<file path="src/rtl/fir_xifu_pkg.sv">
// Shared types for the X-interface scoreboard: per-slot state encoding and
// the status bundle (issued/committed/killed vectors) consumed by EX and WB.
package fir_xifu_pkg;

    // Upper bound on tracked IDs; status vectors are sized to this.
    localparam int unsigned MAX_ID = 16;

    typedef enum logic [1:0] {
        SLOT_FREE      = 2'd0,
        SLOT_ISSUED    = 2'd1,
        SLOT_COMMITTED = 2'd2,
        SLOT_KILLED    = 2'd3
    } slot_state_e;

    typedef struct packed {
        logic [MAX_ID-1:0] issued;
        logic [MAX_ID-1:0] committed;
        logic [MAX_ID-1:0] killed;
    } sb_status_t;

    // A slot whose commit decision is known and is waiting for writeback.
    function automatic logic is_resolved(slot_state_e s);
        return (s == SLOT_COMMITTED) || (s == SLOT_KILLED);
    endfunction

endpackage

</file>
<file path="src/rtl/fir_xifu_scoreboard_if.sv">
// Issue/commit handshake between decode/core (master) and the scoreboard
// (slave). Signal names keep the scoreboard-side direction suffixes.
interface fir_xifu_scoreboard_if #(
    parameter int unsigned ID_W = 2
) ();

    logic            issue_valid_i;
    logic [ID_W-1:0] issue_id_i;
    logic            issue_ready_o;
    logic            commit_valid_i;
    logic [ID_W-1:0] commit_id_i;
    logic            commit_kill_i;

    modport master (
        output issue_valid_i, issue_id_i,
        output commit_valid_i, commit_id_i, commit_kill_i,
        input  issue_ready_o
    );

    modport slave (
        input  issue_valid_i, issue_id_i,
        input  commit_valid_i, commit_id_i, commit_kill_i,
        output issue_ready_o
    );

endinterface

</file>
<file path="src/rtl/fir_xifu_scoreboard_slot.sv">
// One scoreboard entry: FREE -> ISSUED -> COMMITTED/KILLED -> FREE.
// Clear has priority over issue and commit; illegal requests are ignored
// and reported on err for the sticky flag in the top.
module fir_xifu_scoreboard_slot
    import fir_xifu_pkg::*;
(
    input  logic        clk_i,
    input  logic        rst_ni,
    input  logic        issue,       // accepted issue addressed to this slot
    input  logic        commit,      // (filtered) commit addressed to this slot
    input  logic        kill,
    input  logic        clear,
    output slot_state_e state,
    output slot_state_e state_next,
    output logic        err
);

    // State register.
    // NOTE: asynchronous active-low reset lives in the sensitivity list so the
    // slot drops to FREE without waiting for a clock edge.
    always_ff @(posedge clk_i or negedge rst_ni) begin
        if (!rst_ni) begin
            state <= SLOT_FREE;
        end else begin
            // NOTE: non-blocking assignment for flops; blocking here would
            // make simulation order-dependent against other always_ff blocks.
            state <= state_next;
        end
    end

    // Next-state and per-cycle error decode.
    always_comb begin
        // NOTE: defaults first so every path assigns every output and no
        // latch is inferred.
        state_next = state;
        err        = 1'b0;
        if (clear) begin
            if (is_resolved(state)) begin
                state_next = SLOT_FREE;
            end else begin
                err = 1'b1;
            end
        end else begin
            // issue is only ever asserted while the slot is FREE.
            if (issue) begin
                state_next = SLOT_ISSUED;
            end
            if (commit) begin
                if (issue || (state != SLOT_ISSUED)) begin
                    err = 1'b1;
                end else begin
                    state_next = kill ? SLOT_KILLED : SLOT_COMMITTED;
                end
            end
        end
    end

endmodule

</file>
<file path="src/rtl/fir_xifu_scoreboard.sv">
// X-interface instruction scoreboard: tracks NUM_ID in-flight IDs from issue
// through commit/kill to writeback retirement. Holds the per-ID slots, the
// outstanding counter, the sticky protocol-error flag and the optional
// duplicate-commit filter enabled by FIR_XIFU_SCOREBOARD_DUPFILT_EN.
module fir_xifu_scoreboard
    import fir_xifu_pkg::*;
#(
    parameter  int unsigned NUM_ID = 4,
    parameter  int unsigned ID_W   = (NUM_ID > 1) ? $clog2(NUM_ID) : 1,
    localparam int unsigned CNT_W  = $clog2(NUM_ID + 1)
) (
    input  logic                  clk_i,
    input  logic                  rst_ni,
    fir_xifu_scoreboard_if.slave  xif,
    input  logic [NUM_ID-1:0]     clear_i,
    output logic [NUM_ID-1:0]     issued_o,
    output logic [NUM_ID-1:0]     committed_o,
    output logic [NUM_ID-1:0]     killed_o,
    output logic [CNT_W-1:0]      outstanding_o,
    output logic                  full_o,
    output logic                  err_o
);

    slot_state_e       slot_state      [NUM_ID];
    slot_state_e       slot_state_next [NUM_ID];
    logic [NUM_ID-1:0] slot_err;
    logic              issue_ready;
    logic              issue_accept;
    logic              commit_eff;
    logic              commit_oob;
    logic [CNT_W-1:0]  count_next;
    logic [CNT_W-1:0]  count_q;
    logic              full_q;
    logic              err_q;
    sb_status_t        status;

`ifdef FIR_XIFU_SCOREBOARD_DUPFILT_EN
    logic            prev_commit_valid;
    logic [ID_W-1:0] prev_commit_id;

    // Remember last cycle's commit so a repeated strobe can be discarded.
    always_ff @(posedge clk_i or negedge rst_ni) begin
        if (!rst_ni) begin
            prev_commit_valid <= 1'b0;
            prev_commit_id    <= '0;
        end else begin
            prev_commit_valid <= xif.commit_valid_i;
            prev_commit_id    <= xif.commit_id_i;
        end
    end

    assign commit_eff = xif.commit_valid_i &
                        ~(prev_commit_valid && (prev_commit_id == xif.commit_id_i));
`else
    assign commit_eff = xif.commit_valid_i;
`endif

    // Ready reflects only the addressed slot's current state; IDs beyond
    // NUM_ID are never ready.
    always_comb begin
        issue_ready = 1'b0;
        for (int i = 0; i < int'(NUM_ID); i++) begin
            if (xif.issue_id_i == ID_W'(i)) begin
                issue_ready = (slot_state[i] == SLOT_FREE);
            end
        end
    end

    assign xif.issue_ready_o = issue_ready;
    assign issue_accept      = xif.issue_valid_i & issue_ready;
    assign commit_oob        = commit_eff && (32'(xif.commit_id_i) >= NUM_ID);

    for (genvar g = 0; g < int'(NUM_ID); g++) begin : g_slot
        fir_xifu_scoreboard_slot u_slot (
            .clk_i      (clk_i),
            .rst_ni     (rst_ni),
            .issue      (issue_accept && (xif.issue_id_i == ID_W'(g))),
            .commit     (commit_eff && (xif.commit_id_i == ID_W'(g))),
            .kill       (xif.commit_kill_i),
            .clear      (clear_i[g]),
            .state      (slot_state[g]),
            .state_next (slot_state_next[g]),
            .err        (slot_err[g])
        );
    end

    // Occupancy after this edge, so the registered count lines up with the
    // slot flags that become visible in the same cycle.
    always_comb begin
        count_next = '0;
        for (int i = 0; i < int'(NUM_ID); i++) begin
            if (slot_state_next[i] != SLOT_FREE) begin
                count_next = count_next + CNT_W'(1);
            end
        end
    end

    // Outstanding count, full flag and sticky error register.
    always_ff @(posedge clk_i or negedge rst_ni) begin
        if (!rst_ni) begin
            count_q <= '0;
            full_q  <= 1'b0;
            err_q   <= 1'b0;
        end else begin
            count_q <= count_next;
            full_q  <= (count_next == CNT_W'(NUM_ID));
            err_q   <= err_q | (|slot_err) | commit_oob;
        end
    end

    // Decode registered slot states into the status bundle.
    always_comb begin
        status = '0;
        for (int i = 0; i < int'(NUM_ID); i++) begin
            status.issued[i]    = (slot_state[i] != SLOT_FREE);
            status.committed[i] = is_resolved(slot_state[i]);
            status.killed[i]    = (slot_state[i] == SLOT_KILLED);
        end
    end

    assign issued_o      = status.issued[NUM_ID-1:0];
    assign committed_o   = status.committed[NUM_ID-1:0];
    assign killed_o      = status.killed[NUM_ID-1:0];
    assign outstanding_o = count_q;
    assign full_o        = full_q;
    assign err_o         = err_q;

endmodule

</file>
<file path="src/flat_wrapper.sv">
// flat-port wrapper written by rule: the top's interface ports become plain ports
module fir_xifu_scoreboard_flat import fir_xifu_pkg::*;
#(
    parameter  int unsigned NUM_ID = 4,
    parameter  int unsigned ID_W   = (NUM_ID > 1) ? $clog2(NUM_ID) : 1,
    localparam int unsigned CNT_W  = $clog2(NUM_ID + 1)
)
  (clk_i, rst_ni, clear_i, issued_o, committed_o, killed_o, outstanding_o, full_o, err_o, xif_issue_valid_i, xif_issue_id_i, xif_commit_valid_i, xif_commit_id_i, xif_commit_kill_i, xif_issue_ready_o);
  fir_xifu_scoreboard_if #(.ID_W(ID_W)) xif_i ();
  input  logic clk_i;
  input  logic rst_ni;
  input  logic [NUM_ID-1:0] clear_i;
  output logic [NUM_ID-1:0] issued_o;
  output logic [NUM_ID-1:0] committed_o;
  output logic [NUM_ID-1:0] killed_o;
  output logic [CNT_W-1:0] outstanding_o;
  output logic full_o;
  output logic err_o;
  input wire logic [$bits(xif_i.issue_valid_i)-1:0] xif_issue_valid_i;
  input wire logic [$bits(xif_i.issue_id_i)-1:0] xif_issue_id_i;
  input wire logic [$bits(xif_i.commit_valid_i)-1:0] xif_commit_valid_i;
  input wire logic [$bits(xif_i.commit_id_i)-1:0] xif_commit_id_i;
  input wire logic [$bits(xif_i.commit_kill_i)-1:0] xif_commit_kill_i;
  output wire logic [$bits(xif_i.issue_ready_o)-1:0] xif_issue_ready_o;
  assign xif_i.issue_valid_i = xif_issue_valid_i;
  assign xif_i.issue_id_i = xif_issue_id_i;
  assign xif_i.commit_valid_i = xif_commit_valid_i;
  assign xif_i.commit_id_i = xif_commit_id_i;
  assign xif_i.commit_kill_i = xif_commit_kill_i;
  assign xif_issue_ready_o = xif_i.issue_ready_o;
  fir_xifu_scoreboard #(.NUM_ID(NUM_ID), .ID_W(ID_W)) u_core (.clk_i(clk_i), .rst_ni(rst_ni), .xif(xif_i), .clear_i(clear_i), .issued_o(issued_o), .committed_o(committed_o), .killed_o(killed_o), .outstanding_o(outstanding_o), .full_o(full_o), .err_o(err_o));
endmodule
</file>
<file path="config.mk">
export PLATFORM = sky130hd
export DESIGN_NAME = fir_xifu_scoreboard_flat
export DESIGN_NICKNAME = d
export VERILOG_FILES = /design/src/rtl/fir_xifu_pkg.sv /design/src/rtl/fir_xifu_scoreboard_if.sv /design/src/rtl/fir_xifu_scoreboard_slot.sv /design/src/rtl/fir_xifu_scoreboard.sv /design/src/flat_wrapper.sv
export SDC_FILE = /design/constraint.sdc
export NUM_CORES = 1
export LEC_CHECK = 0
export BUFFER_PORTS_ARGS = -buffer_cell sky130_fd_sc_hd__buf_2
export CELL_PAD_IN_SITES_DETAIL_PLACEMENT = 0
export CELL_PAD_IN_SITES_GLOBAL_PLACEMENT = 1
export CORE_UTILIZATION = 38
export CTS_CLUSTER_DIAMETER = 50
export CTS_CLUSTER_SIZE = 30
export DETAILED_ROUTE_END_ITERATION = 10
export PLACE_DENSITY_LB_ADDON = 0.1
export SLEW_MARGIN = 25
export SYNTH_ARGS = -nofsm -noshare
export SYNTH_HDL_FRONTEND = slang
export SYNTH_HIERARCHICAL = 1
export SYNTH_SLANG_ARGS = --single-unit
</file>
<file path="constraint.sdc">
create_clock -name clk_i -period 6.05 [get_ports clk_i]
set_input_delay 0.3025 -clock clk_i [delete_from_list [all_inputs] [get_ports clk_i]]
set_output_delay 0.3025 -clock clk_i [all_outputs]
set_load 0.01 [all_outputs]
</file>
==> run metrics <==
setup bufs post-CTS=0; Max Freq=327 MHz; fillers=232; via count=871; core area=2250 µm²; worst-path fanout max=9; synth unique cells=29; number of global-route vias before repair=792; Tightest Pin Transition=496 ps; port bufs=30; DRT Pass-1 Iters=4; FF-to-FF Start=u_core/g_slot[0].u_slot/state[1]$_DFF_PN0_; DR DRC count=0; syn_area_per_cell=8.54 µm²; Critical Path End=u_core/full_o$_DFF_PN0_; synth top area cells=dfrtp_1 (35%), nand2b_1 (6.1%), nor3_1 (6.0%); hold path depth=2; largest net degree at the start of global routing=14; LEAKAGE=0.000561 µW; Ant. Diodes=0; global-route wire length before repair=3.59 mm; FFs w/ async S/R, synth=1.00; Synth top area share=0.353; root buf cell=clkbuf_4; commonest non-fill, non-tap cells in the layout=buf_2 (30), dfrtp_1 (13), inv_1 (11), nor3_1 (11), nand2b_1 (9); Peak VDD IR=107 µV; Die Ht=about 50 µm; Skew-Pair Late Insertion Delay=270 ps; Post-Layout Cell Count=167; Row Count=17; period utilisation layout=0.506; drt first-iter violations=18; Vias/cell=5.22; syn_nets=124; critical path required time=6260 ps; reg2reg end=u_core/full_o$_DFF_PN0_; setup_tns=0 ps; TritonCTS clock tree=built; worst path arrival time=between 3000 and 4000 ps; fin crit period=~3100 ps; Worst Setup End Kind=flop; initial core utilization=0.409; relative max-transition margin=0.667; depth of the CTS H-tree=1; most common cell after layout, fill and taps aside=buf_2; GRT Residual Overflow=0; Synth area leader=dfrtp_1; Final #Nets=between 150 and 200; area grow syn2layout=21.6%; RSZ-0062 raised after global routing=false; synthesized instance count=roughly 110; sequential area share after synthesis=0.353; CTS Buffer Depth=2; final core utilization=0.497; number of synthesized flops with an enable pin=0; wire length per cell=12.9 µm; die width=51.3 µm; clock sink count=13; gr usage total=0.184; DPL Wire Length=approximately 1.7 mm; count of final max-slew check failures=0; IO Pins=31; #FFs+latches synth=13; die area=2630 µm²; Crit Path Class=reg -> reg; CTS Buf Count=3; Reg2Reg Depth=10; R2R setup slack=2990 ps; clk slew on worst S/H paths=80 ps; Mapped Area=922 µm²; gpl congestion=0.727; Max-Cap Viols=0; Detail Route Antenna Nets=0; Hold Fails Final Rpt=0; Hold WC Path Type=in -> reg; Setup Viol. Count Final=0; CP Launch Type=flop; top_reg_cell synth=dfrtp_1; Yosys warnings=6; # placed instances=162; clk_skew=0.677 ps; share of cells above drive strength 1=0.317; worst setup path startpoint=u_core/g_slot[0].u_slot/state[1]$_DFF_PN0_; Detailed Route WL=2.16 mm; initial antenna violation count=0; status=completed; Pwr per Cell Area=185 nW/µm²
==> cells in the mapped netlist (2+ instances only) <==
master / number
xnor2_1: 2
a221oi_1: 4
and2_1: 3
or2_2: 3
a21oi_1: 6
nor3_1: 11
inv_1: 11
nand2_1: 3
dfrtp_1: 13
nand2b_1: 9
nor3b_1: 6
nor2_1: 8
nor4b_1: 4
ha_1: 3
mux2_2: 2
o22ai_1: 4
clkbuf_1: 2
or2_4: 3
==> worst max-delay path: stages (launching register included) <==
cell	delay (ps)
dfrtp_1	460
or2_2	330
nor3_1	360
inv_1	80
a221oi_1	340
or2_2	200
ha_1	260
xor2_1	280
ha_1	300
nor3b_1	240
a32o_1	150
==> registers in the layout, indices dropped and copies added (netlist names) <==
signal	cells
u_core/err_o	1
u_core/full_o	1
u_core/g_slot.u_slot/state	8
u_core/outstanding_o	3
==> kinds of logic (layout without fill, tap and decap cells) <==
logic type | after synthesis | in the layout | share of synthesized area
AO/OA/AOI/OAI | 17 | 17 | 0.122
XOR/XNOR | 3 | 3 | 0.0285
adder cells (fa/ha/maj) | 3 | 3 | 0.0407
buffers and inverters | 16 | 47 | 0.0733
flip-flops | 13 | 13 | 0.353
multiplexers | 2 | 2 | 0.0244
AND/OR/NAND/NOR | 54 | 54 | 0.358
==> through the flow <==
step	area (µm²)	power (µW)	hold slack, ps	worst slack (ps)
floorplan	922	134	6.91	3310
global placement	1080	155	205	3090
detailed placement	1080	156	206	3000
CTS	1120	210	240	2970
global route	1120	221	267	2660
finish	1120	207	259	2990
==> layer usage <==
layer | global-route usage | up-vias | routed length (µm)
met5 | 0 | - | 0
met4 | 0.0676 | 0 | 10
met3 | 0.0238 | 2 | 126
met2 | 0.276 | 27 | 934
met1 | 0.267 | 403 | 1090
li1 | - | 439 | -
==> cell type report <==
type                       count  area (µm²)  share of cell area
timing repair buffer          31         160               0.143
multi-input combinational     79         529               0.472
inverter                      12        45.0              0.0402
tap                           28        35.0              0.0312
clock buffer                   4        26.3              0.0234
sequential                    13         325               0.290
==> where the power goes <==
| group | total, µW | internal, µW | switching [µW] |
|---|---|---|---|
| sequential | 97.1 | 92.7 | 4.38 |
| clock | 52.7 | 25.5 | 27.2 |
| combinational | 57.4 | 26.1 | 31.3 |
| total | 207 | 144 | 62.8 |
==> repair_timing <==
item / CTS / global route
hold endpoints to repair: 13 / 0
setup endpoints to repair: 0 / 0
resized for setup: 0 / 0
hold buffers: 1 / 0
==> how the worst min path moves through the flow <==
stage	from	slack (ps)	end
2_1_floorplan	rst_ni	7	u_core/err_o$_DFF_PN0_
3_3_place_gp	rst_ni	210	u_core/err_o$_DFF_PN0_
3_5_place_dp	rst_ni	210	u_core/g_slot[2].u_slot/state[0]$_DFF_PN0_
4_1_cts	clear_i[0]	240	u_core/g_slot[0].u_slot/state[1]$_DFF_PN0_
5_1_grt	clear_i[1]	270	u_core/g_slot[1].u_slot/state[1]$_DFF_PN0_
6_report	clear_i[0]	260	u_core/g_slot[0].u_slot/state[1]$_DFF_PN0_
No activity file was read; power rests on OpenSTA's default activity.
